## src/rtl/i2c_reg_bank_pkg.sv

```systemverilog
// Shared constants for the I2C register bank: address map, FLAGS bit positions
// and the default ID byte.
package i2c_reg_pkg;

    localparam logic [7:0] ADDR_ID       = 8'h00;
    localparam logic [7:0] ADDR_CTRL     = 8'h01;
    localparam logic [7:0] ADDR_STATUS   = 8'h02;
    localparam logic [7:0] ADDR_CMD      = 8'h03;
    localparam logic [7:0] ADDR_FLAGS    = 8'h04;
    localparam logic [7:0] ADDR_SCRATCH0 = 8'h05;

    localparam int FLAG_OVF   = 0;
    localparam int FLAG_EMPTY = 1;
    localparam int FLAG_FULL  = 2;
    localparam int FLAG_IRQ   = 7;

    localparam logic [7:0] ID_DEFAULT = 8'hA5;

endpackage

```

## src/rtl/i2c_reg_bank_if.sv

```systemverilog
// Register-access bus between the SCL-domain i2c_slave (master side) and the
// clk-domain register bank (slave side).
interface i2c_reg_bank_if;

    logic       i2c_wr;
    logic [7:0] i2c_addr;
    logic [7:0] i2c_wdata;
    logic [7:0] i2c_rdata;

    modport master (output i2c_wr, output i2c_addr, output i2c_wdata, input i2c_rdata);
    modport slave  (input i2c_wr, input i2c_addr, input i2c_wdata, output i2c_rdata);

endinterface

```

## src/rtl/i2c_reg_bank_cmd_fifo.sv

```systemverilog
// Synchronous first-word-fall-through command FIFO; a push into a full FIFO is
// only accepted when a pop frees the head slot in the same cycle.
module cmd_fifo #(
    parameter int DEPTH = 4,
    parameter int W     = 8
) (
    input  logic                       clk,
    input  logic                       rst,
    input  logic                       push,
    input  logic [W-1:0]               din,
    input  logic                       pop,
    output logic [W-1:0]               dout,
    output logic                       full,
    output logic                       empty,
    output logic [$clog2(DEPTH):0]     count,
    output logic                       overflow_pulse
);

    localparam int AW = $clog2(DEPTH);
    localparam logic [AW:0] DEPTH_C = (AW+1)'(DEPTH);

    logic [AW-1:0] wr_q, rd_q;
    logic [AW:0]   cnt_q;
    logic [W-1:0]  mem_q [DEPTH];
    logic          pop_ok, push_ok;

    assign full           = (cnt_q == DEPTH_C);
    assign empty          = (cnt_q == '0);
    assign count          = cnt_q;
    assign pop_ok         = pop & ~empty;
    assign push_ok        = push & (~full | pop_ok);
    assign overflow_pulse = push & full & ~pop_ok;
    // Gate the head so the output reads zero while empty, including after reset
    assign dout           = empty ? '0 : mem_q[rd_q];

    always_ff @(posedge clk) begin
        if (rst) begin
            wr_q  <= '0;
            rd_q  <= '0;
            cnt_q <= '0;
        end else begin
            if (push_ok) wr_q <= wr_q + 1'b1;
            if (pop_ok)  rd_q <= rd_q + 1'b1;
            case ({push_ok, pop_ok})
                2'b10:   cnt_q <= cnt_q + 1'b1;
                2'b01:   cnt_q <= cnt_q - 1'b1;
                default: cnt_q <= cnt_q;
            endcase
        end
    end

    always_ff @(posedge clk) begin
        if (push_ok) mem_q[wr_q] <= din;
    end

endmodule

```

## src/rtl/i2c_reg_bank.sv

```systemverilog
// clk-domain register bank behind the SCL-clocked i2c_slave, with a command FIFO.
// Optional interrupt output enabled by defining I2C_REG_BANK_IRQ_EN.
module i2c_reg_bank
    import i2c_reg_pkg::*;
#(
    parameter int         NUM_REGS    = 8,
    parameter int         SYNC_STAGES = 2,
    parameter int         FIFO_DEPTH  = 4,
    parameter logic [7:0] ID_VALUE    = ID_DEFAULT
) (
    input  logic               clk,
    input  logic               rst,
    i2c_reg_bank_if.slave      bus,
    input  logic [7:0]         status_in,
    output logic [7:0]         ctrl_out,
    output logic               cmd_valid,
    output logic [7:0]         cmd_data,
    input  logic               cmd_ready,
    output logic               irq
);

    localparam int NUM_SCR = NUM_REGS - int'(ADDR_SCRATCH0);
    localparam int CW      = $clog2(FIFO_DEPTH) + 1;

    logic [SYNC_STAGES-1:0] sync_q;
    logic                   prev_q, pulse_q;
    logic [7:0]             ctrl_q, ctrl_d;
    logic [7:0]             scratch_q [NUM_SCR];
    logic [7:0]             scratch_d [NUM_SCR];
    logic                   ovf_q, ovf_d;
    logic [7:0]             rdata_q, rdata_d;
    logic [7:0]             flags;
    logic                   wr_cmd, fifo_full, fifo_empty, ovf_pulse;
    logic [CW-1:0]          fifo_count;

    // Sync and edge flops reset high so a strobe already asserted at release is ignored
    always_ff @(posedge clk) begin
        if (rst) begin
            sync_q  <= '1;
            prev_q  <= 1'b1;
            pulse_q <= 1'b0;
        end else begin
            sync_q  <= {sync_q[SYNC_STAGES-2:0], bus.i2c_wr};
            prev_q  <= sync_q[SYNC_STAGES-1];
            pulse_q <= sync_q[SYNC_STAGES-1] & ~prev_q;
        end
    end

    assign wr_cmd = pulse_q && (bus.i2c_addr == ADDR_CMD);

    cmd_fifo #(.DEPTH(FIFO_DEPTH), .W(8)) u_fifo (
        .clk            (clk),
        .rst            (rst),
        .push           (wr_cmd),
        .din            (bus.i2c_wdata),
        .pop            (cmd_ready),
        .dout           (cmd_data),
        .full           (fifo_full),
        .empty          (fifo_empty),
        .count          (fifo_count),
        .overflow_pulse (ovf_pulse)
    );

    assign cmd_valid = ~fifo_empty;

`ifdef I2C_REG_BANK_IRQ_EN
    logic irq_q, irq_d;
    assign irq_d = ctrl_q[7] & (cmd_valid | ovf_q);
    always_ff @(posedge clk) begin
        if (rst) irq_q <= 1'b0;
        else     irq_q <= irq_d;
    end
    assign irq = irq_q;
`else
    assign irq = 1'b0;
`endif

    always_comb begin
        ctrl_d    = ctrl_q;
        scratch_d = scratch_q;
        ovf_d     = ovf_q;
        if (pulse_q && bus.i2c_addr == ADDR_CTRL) ctrl_d = bus.i2c_wdata;
        for (int i = 0; i < NUM_SCR; i++) begin
            if (pulse_q && bus.i2c_addr == 8'(int'(ADDR_SCRATCH0) + i))
                scratch_d[i] = bus.i2c_wdata;
        end
        if (pulse_q && bus.i2c_addr == ADDR_FLAGS && bus.i2c_wdata[FLAG_OVF]) ovf_d = 1'b0;
        // A new overflow in the same cycle as a clear must stay visible
        if (ovf_pulse) ovf_d = 1'b1;

        flags             = 8'h00;
        flags[FLAG_OVF]   = ovf_q;
        flags[FLAG_EMPTY] = fifo_empty;
        flags[FLAG_FULL]  = fifo_full;
        flags[FLAG_IRQ]   = irq;

        rdata_d = 8'h00;
        case (bus.i2c_addr)
            ADDR_ID:     rdata_d = ID_VALUE;
            ADDR_CTRL:   rdata_d = ctrl_q;
            ADDR_STATUS: rdata_d = status_in;
            ADDR_CMD:    rdata_d = 8'(fifo_count);
            ADDR_FLAGS:  rdata_d = flags;
            default: begin
                for (int i = 0; i < NUM_SCR; i++) begin
                    if (bus.i2c_addr == 8'(int'(ADDR_SCRATCH0) + i)) rdata_d = scratch_q[i];
                end
            end
        endcase
    end

    always_ff @(posedge clk) begin
        if (rst) begin
            ctrl_q  <= 8'h00;
            ovf_q   <= 1'b0;
            rdata_q <= 8'h00;
            for (int i = 0; i < NUM_SCR; i++) scratch_q[i] <= 8'h00;
        end else begin
            ctrl_q    <= ctrl_d;
            ovf_q     <= ovf_d;
            rdata_q   <= rdata_d;
            scratch_q <= scratch_d;
        end
    end

    assign ctrl_out      = ctrl_q;
    assign bus.i2c_rdata = rdata_q;

endmodule

```

## src/flat_wrapper.sv

```systemverilog
// flat-port wrapper written by rule: the top's interface ports become plain ports
module i2c_reg_bank_flat import i2c_reg_pkg::*;
#(
    parameter int         NUM_REGS    = 8,
    parameter int         SYNC_STAGES = 2,
    parameter int         FIFO_DEPTH  = 4,
    parameter logic [7:0] ID_VALUE    = ID_DEFAULT
)
  (clk, rst, status_in, ctrl_out, cmd_valid, cmd_data, cmd_ready, irq, bus_i2c_wr, bus_i2c_addr, bus_i2c_wdata, bus_i2c_rdata);
  i2c_reg_bank_if bus_i ();
  input  logic clk;
  input  logic rst;
  input  logic [7:0] status_in;
  output logic [7:0] ctrl_out;
  output logic cmd_valid;
  output logic [7:0] cmd_data;
  input  logic cmd_ready;
  output logic irq;
  input wire logic [$bits(bus_i.i2c_wr)-1:0] bus_i2c_wr;
  input wire logic [$bits(bus_i.i2c_addr)-1:0] bus_i2c_addr;
  input wire logic [$bits(bus_i.i2c_wdata)-1:0] bus_i2c_wdata;
  output wire logic [$bits(bus_i.i2c_rdata)-1:0] bus_i2c_rdata;
  assign bus_i.i2c_wr = bus_i2c_wr;
  assign bus_i.i2c_addr = bus_i2c_addr;
  assign bus_i.i2c_wdata = bus_i2c_wdata;
  assign bus_i2c_rdata = bus_i.i2c_rdata;
  i2c_reg_bank #(.NUM_REGS(NUM_REGS), .SYNC_STAGES(SYNC_STAGES), .FIFO_DEPTH(FIFO_DEPTH), .ID_VALUE(ID_VALUE)) u_core (.clk(clk), .rst(rst), .bus(bus_i), .status_in(status_in), .ctrl_out(ctrl_out), .cmd_valid(cmd_valid), .cmd_data(cmd_data), .cmd_ready(cmd_ready), .irq(irq));
endmodule
```

## config.mk

```make
export PLATFORM = sky130hd
export DESIGN_NAME = i2c_reg_bank_flat
export DESIGN_NICKNAME = d
export VERILOG_FILES = /design/src/rtl/i2c_reg_bank_pkg.sv /design/src/rtl/i2c_reg_bank_if.sv /design/src/rtl/i2c_reg_bank_cmd_fifo.sv /design/src/rtl/i2c_reg_bank.sv /design/src/flat_wrapper.sv
export SDC_FILE = /design/constraint.sdc
export NUM_CORES = 1
export LEC_CHECK = 0
export BUFFER_PORTS_ARGS = -buffer_cell sky130_fd_sc_hd__buf_2
export CORE_MARGIN = 1.5
export CORE_UTILIZATION = 55
export CTS_BUF_LIST = sky130_fd_sc_hd__clkbuf_8
export DETAILED_ROUTE_END_ITERATION = 10
export PLACE_DENSITY = 0.88
export SETUP_SLACK_MARGIN = 0.2
export SLEW_MARGIN = 20
export SYNTH_ARGS = -nofsm -noshare
export SYNTH_HDL_FRONTEND = slang
export SYNTH_SLANG_ARGS = --single-unit
export TNS_END_PERCENT = 100
```

## constraint.sdc

```tcl
create_clock -name clk -period 2.6 [get_ports clk]
set_input_delay 0.52 -clock clk [delete_from_list [all_inputs] [get_ports clk]]
set_output_delay 0.52 -clock clk [all_outputs]
set_load 0.005 [all_outputs]
```

==> metrics.yaml, run 1 <==
yosys_warnings: 0
layout_common_cells: "dfxtp_1, buf_2, nor2_1, edfxtp_1, mux2i_1"
grt_antenna_before_repair: 0
synth_top_area_cell: "dfxtp_1"
grt_pass1_wl_mm: 12.5
synth_top_cells_by_area: "dfxtp_1, edfxtp_1, mux2i_1"
top_usage_layer: "met2"
fmax_mhz: 452
ir_worst_vdd_mv: 0.399
tightestPinTransition_ns: 0.520
clk_pin_slew_ns: 0.08
r2r-end: "u_core.u_fifo.count[2]"
synth-edff-count: 32
diodes: 0
tns_ns: 0
start_util: 0.577
yosys.cell_types.count: 51
drc: 3
wl_per_cell_microns: 17.8
leakagePower_uw: 0.00180
powerDensity_nw_per_um2: 735
grt-ovfl-total: 0
cts_tree: "yes"
io_pins: 54
grt_max_degree: 29
yosysSeqAreaShare: 0.551
via_per_inst: 5.94
crit_path_end_kind: "output pin"
violations: "DRC"
clockRootBuffer: "clkbuf_8"
power_uw: 3120
critPathKind: "register to output pin"
h-tree-depth: 3
cp.depth: 3
drt-total-wl_mm: 7.94
dp_hpwl_mm: 5.51
hold_violations: 0
ant_nets: 0
grt_use_met2: 0.369
cts_buffers: 9
critical_path.slowest_cell: "mux4_2"
crit_family: "multiplexers"
synth.ff_latch_count: 86
synth_area_sq_um: 3710
drt_iter0_drc: 193
num_rows: 29
cp_slowest_stage_delay_ns: 0.54
drt-pass1-iter-count: 8
finalInstanceArea_sq_um: 4240
area_delta_synth_final_pct: 14.4
cts_sinks: 86
rsz0062_at_grt: "false"
relSlewSlack: 0.652
reg2reg_slack_ns: 0.52
whs_ns: 0.338
setup_viol: 0
die_area_sq_um: 7240
critPathMaxFanout: 8
grt_pass1_vias: 2475
drive_gt1_frac: 0.307
cp_num_buf_inv: 1
cts_setup_buffers: 0
die_w_microns: 85.1
final_common_cell: "dfxtp_1"
place.gp.congestion: 0.896
clockBufferDepth: 2
post-route-util: 0.660
grt_usage: 0.229
crit_chain: "mux4_2 > and2_1 > buf_2"
core_area_sq_um: 6420
period_minus_slack_ns: 2.21
maxCapViolCount: 0
fin_crit_sh: 0.851
synth_area_per_cell_sq_um: 11.9
final_nets: 396
numPortBuffers: 52
clkLatencyLatePin_ns: 0.37
worstHoldPathType: "input pin to register"
synth_ff_type: "dfxtp_1"
grtUsageMet1: 0.290
vias: 2643
slew_viol_final: 0
netlist_instances: 311
status: "finished, violations left"
reg2reg_from: "u_core.u_fifo.count[0]"
syn_nets: 344
required_ns: 2.08
reg2regPathDepth: 7
synth_top_area_share: 0.292
worstPathArrival_ns: 1.69
ys_async_sr_fraction: 0
crit_end: "cmd_data[3]"
dpl_cell_area_sq_um: 4040
nFillCells: 474
finClkSkew_ns: 0.0115
start_kind: "register"
die_y_microns: 85.1
grt_use_met3: 0.0681
report_power, final:
part	total [uW]	switching, uW	internal (uW)
clock network	932	485	447
logic	663	312	351
registers	1520	84.7	1440
total	3120	882	2240
worst reg2reg max path: cells and delay by family (launching register included):
family                   cells  cell delay, ns
buffers and inverters        1            0.08
flip-flops                   1            0.47
adder cells (fa/ha/maj)      1            0.44
AO/OA/AOI/OAI                1            0.15
AND/OR/NAND/NOR              3            0.51
multiplexers                 1            0.31
routing by layer:
metal	routed length (microns)	vias to the layer above
li1	-	1223
met1	3330	1277
met5	0	-
met2	3850	125
met3	580	18
met4	180	0
worst min path at each step:
stage	from	endpoint	slack, ns	cells past startpoint
finish	bus_i2c_wr	u_core.sync_q[0]	0.34	2
global route	bus_i2c_wr	u_core.sync_q[0]	0.32	2
CTS	bus_i2c_wr	u_core.sync_q[0]	0.32	2
detailed placement	u_core.prev_q	u_core.pulse_q	0.39	1
global placement	u_core.prev_q	u_core.pulse_q	0.39	1
floorplan	u_core.prev_q	u_core.pulse_q	0.37	1
area by class of cell:
| class | instances | area, sq um | area share |
|---|---|---|---|
| Tap cell | 77 | 96.3 | 0.0227 |
| Sequential cell | 86 | 2040 | 0.482 |
| Clock buffer | 9 | 124 | 0.0292 |
| Inverter | 8 | 30.0 | 0.00708 |
| Timing Repair Buffer | 61 | 340 | 0.0802 |
| Multi-Input combinational cell | 197 | 1530 | 0.362 |
| Clock inverter | 7 | 73.8 | 0.0174 |
Yosys cell counts, drive strengths merged, types with 2 or more instances:
cell type  instances
nand3              8
nand2b             4
a21oi             13
edfxtp            32
a22oi              4
nor2              42
clkbuf            11
o22ai              6
mux4               8
o21ai              3
a221oi             6
dfxtp             54
or3                2
mux2               8
mux2i             28
a21o               2
ha                 4
nand4b             2
or2                4
a211oi             5
nor4               2
inv                8
nor3               2
buf                9
and2              13
xnor2              3
nand2             14
metrics by stage:
step                cells  setup slack (ns)
floorplan             311             0.404
global placement      429             0.245
detailed placement    429             0.194
CTS                   445             0.342
global route          445             0.319
finish                445             0.387
logic make-up after synthesis:
kind of cell | Yosys count | synth area share
DFF | 86 | 0.551
other | 1 | 0.00101
AOI/OAI and AO/OA | 45 | 0.0864
buffers and inverters | 28 | 0.0351
muxes | 44 | 0.151
adders and majority gates | 5 | 0.0189
and+or+nand+nor | 98 | 0.148
xor gates and xnor gates | 4 | 0.00945
repair_timing:
item,4_1_cts,5_1_grt
gates resized for setup,1,0
setup endpoints to repair,8,0
hold buffers,0,0
state kept, by name (all words and copies together), names as in the netlist, named ones only:
signal and flops:
u_core.u_fifo.mem_q 32, u_core.sync_q 2, u_core.ovf_q 1, u_core.ctrl_out 8
u_core.prev_q 1, u_core.bus.i2c_rdata 8, u_core.scratch_q 24, u_core.u_fifo.wr_q 2
u_core.u_fifo.count 3, u_core.u_fifo.rd_q 2, u_core.pulse_q 1
Power figures use the tool's default switching activity.
==> run 2, diff against run 1 <==
--- a/config.mk
+++ b/config.mk
@@ -6,7 +6,6 @@
 export NUM_CORES = 1
 export LEC_CHECK = 0
 export BUFFER_PORTS_ARGS = -buffer_cell sky130_fd_sc_hd__buf_2
-export CORE_MARGIN = 1.5
 export CORE_UTILIZATION = 55
 export CTS_BUF_LIST = sky130_fd_sc_hd__clkbuf_8
 export DETAILED_ROUTE_END_ITERATION = 10
==> run 2 against run 1 <==
Against the previous run: the flow still finishes with violations (DRC); cell count rose by 0.45%; total power down 1.2%; sequential share of layout area barely moved; utilization hardly changed; global-route usage fell by 0.51 points; critical path type unchanged; critical endpoint is now cmd_data[2]; highest routed layer unchanged.
==> metrics.yaml, run 2 (synthesized netlist as in run 1, its figures left out) <==
finClkSkew_ns: 0.00687  # -0.00463 ns
hold_violations: 0  # unchanged
drt-pass1-iter-count: 8  # unchanged
grt_pass1_vias: 2457  # -0.73%
grt_antenna_before_repair: 0  # unchanged
relSlewSlack: 0.634  # -0.0188
slew_viol_final: 0  # unchanged
seq_area_sq_um: 2040  # unchanged
leakagePower_uw: 0.00183  # +1.2%
holdBufCountCts: 0  # unchanged
dp_hpwl_mm: 5.37  # -2.6%
clockBufferDepth: 2  # unchanged
dpl_cell_area_sq_um: 4050  # about the same
critPathMaxFanout: 8  # unchanged
powerDensity_nw_per_um2: 727  # -1.2%
final_common_cell: "dfxtp_1"
via_per_inst: 5.65  # -4.8%
fin_crit_sh: 0.836  # -0.0156
min-delay-start: "bus_i2c_wr"
status: "finished, violations left"
h-tree-depth: 3  # unchanged
setup_viol: 0  # unchanged
critical_path.slowest_cell: "mux4_2"
crit_path_end_kind: "output pin"
drive_gt1_frac: 0.305  # -0.00166
drt_iter0_drc: 161  # -17%
finalInstanceArea_sq_um: 4240  # about the same
area_delta_synth_final_pct: 14.4  # about the same
crit_chain: "mux4_2 > and2_1 > buf_2"
grt_max_degree: 34  # +17%
required_ns: 2.08  # about the same
period_minus_slack_ns: 2.17  # -0.0405 ns
r2r-end: "u_core.u_fifo.count[2]"
clkLatencyLatePin_ns: 0.34  # -0.03 ns
critPathKind: "register to output pin"
regMostFlops: "u_core.u_fifo.mem_q"
die_w_microns: 84.1  # -1.2%
tns_ns: 0  # unchanged
final_nets: 398  # +0.51%
maxCapViolCount: 0  # unchanged
worstPathArrival_ns: 1.65  # -0.04 ns
die_area_sq_um: 7070  # -2.3%
reg_top3: "u_core.u_fifo.mem_q: 32 flops, u_core.scratch_q: 24 flops"
place.gp.congestion: 0.841  # -6.1%
grt_usage: 0.224  # -0.00507
ant_nets: 0  # unchanged
wl_per_cell_microns: 16.9  # -5.3%
numPortBuffers: 52  # unchanged
num_rows: 29  # unchanged
drt-total-wl_mm: 7.55  # -4.9%
die_y_microns: 84.1  # -1.2%
cts_tree: "yes"
hold-path-cell-count: 2  # unchanged
core_area_sq_um: 6420  # unchanged
reg2reg_slack_ns: 0.60  # +0.08 ns
rsz0062_at_grt: "false"
io_pins: 54  # unchanged
cts_sinks: 86  # unchanged
grt-ovfl-total: 0  # unchanged
start_kind: "register"
cp_slowest_stage_delay_ns: 0.53  # about the same
hold_end: "u_core.sync_q[0]"
cts_buffers: 9  # unchanged
reg2regPathDepth: 7  # unchanged
clk_pin_slew_ns: 0.07  # about the same
layout_common_cells: "dfxtp_1, buf_2, nor2_1, edfxtp_1, mux2i_1"
largest_reg_flops: 32  # unchanged
clockRootBuffer: "clkbuf_8"
drc: 10  # +7
diodes: 0  # unchanged
grt_pass1_wl_mm: 12.0  # -3.6%
cts_setup_buffers: 0  # unchanged
violations: "DRC"
nFillCells: 496  # +4.6%
ir_worst_vdd_mv: 0.503  # +26%
reg2reg_from: "u_core.u_fifo.count[0]"
start_util: 0.577  # unchanged
vias: 2527  # -4.4%
tightestPinTransition_ns: 0.548  # +0.0281 ns
cts_resized: 0  # -1
multi_input_area_sq_um: 1530  # unchanged
worstHoldPathType: "input pin to register"
fmax_mhz: 460  # +1.9%
-- run 2: cell types whose count changed in the layout (fill, tap and decap cells not counted) --
cell / before / now
buf_4: 8 / 11
inv_1: 8 / 11
clkinvlp_4: 2 / 0
buf_12: 1 / 0
clkbuf_8: 9 / 10
clkinv_1: 1 / 0
inv_8: 1 / 0
-- run 2: power by group --
part	internal [uW]	switching, uW
combinational	351	312
sequential	1440	82.6
clock	460	435
-- run 2: area by class of cell --
cell class                 instances  area share
clock inverter                     6      0.0130
inverter                           8     0.00708
clock buffer                      10      0.0325
tap                               77      0.0227
multi-input combinational        197       0.362
timing repair buffer              63      0.0809
sequential                        86       0.482
-- run 2: layer usage --
| layer | wire length, microns | vias to the layer above | global-route usage |
|---|---|---|---|
| met5 | 0 | - | 0 |
| met4 | 163 | 0 | 0.111 |
| met3 | 392 | 13 | 0.0415 |
| met2 | 3620 | 100 | 0.360 |
| met1 | 3380 | 1191 | 0.291 |
| li1 | - | 1223 | - |
-- run 2: worst max path at each step --
stage / endpoint / start / slack [ns]
3_5_place_dp: u_core.u_fifo.count[2] / bus_i2c_addr[3] / 0.22
3_3_place_gp: u_core.u_fifo.count[2] / bus_i2c_addr[3] / 0.24
4_1_cts: cmd_data[2] / register / 0.21
2_1_floorplan: u_core.u_fifo.count[2] / bus_i2c_addr[3] / 0.40
6_report: cmd_data[2] / register / 0.43
5_1_grt: cmd_data[4] / register / 0.35
-- run 2: metrics by stage --
| stage | instances | total power [uW] | util | hold slack [ns] | setup WS (ns) |
|---|---|---|---|---|---|
| after global routing | 447 | 3210 | 0.660 | 0.348 | 0.347 |
| after CTS | 447 | 3100 | 0.660 | 0.348 | 0.211 |
| after detailed placement | 431 | 2190 | 0.630 | 0.391 | 0.220 |
| final | 447 | 3080 | 0.660 | 0.366 | 0.428 |
| after global placement | 431 | 2170 | 0.630 | 0.379 | 0.243 |
| after floorplan | 311 | 1970 | - | 0.373 | 0.404 |
-- run 2: worst max-delay path: cells and delay by family (launching register included) --
| kind | cells | cell delay, ns |
|---|---|---|
| buffers and inverters | 1 | 0.12 |
| flip-flops | 1 | 0.50 |
| multiplexers | 1 | 0.53 |
| AND/OR/NAND/NOR | 1 | 0.17 |
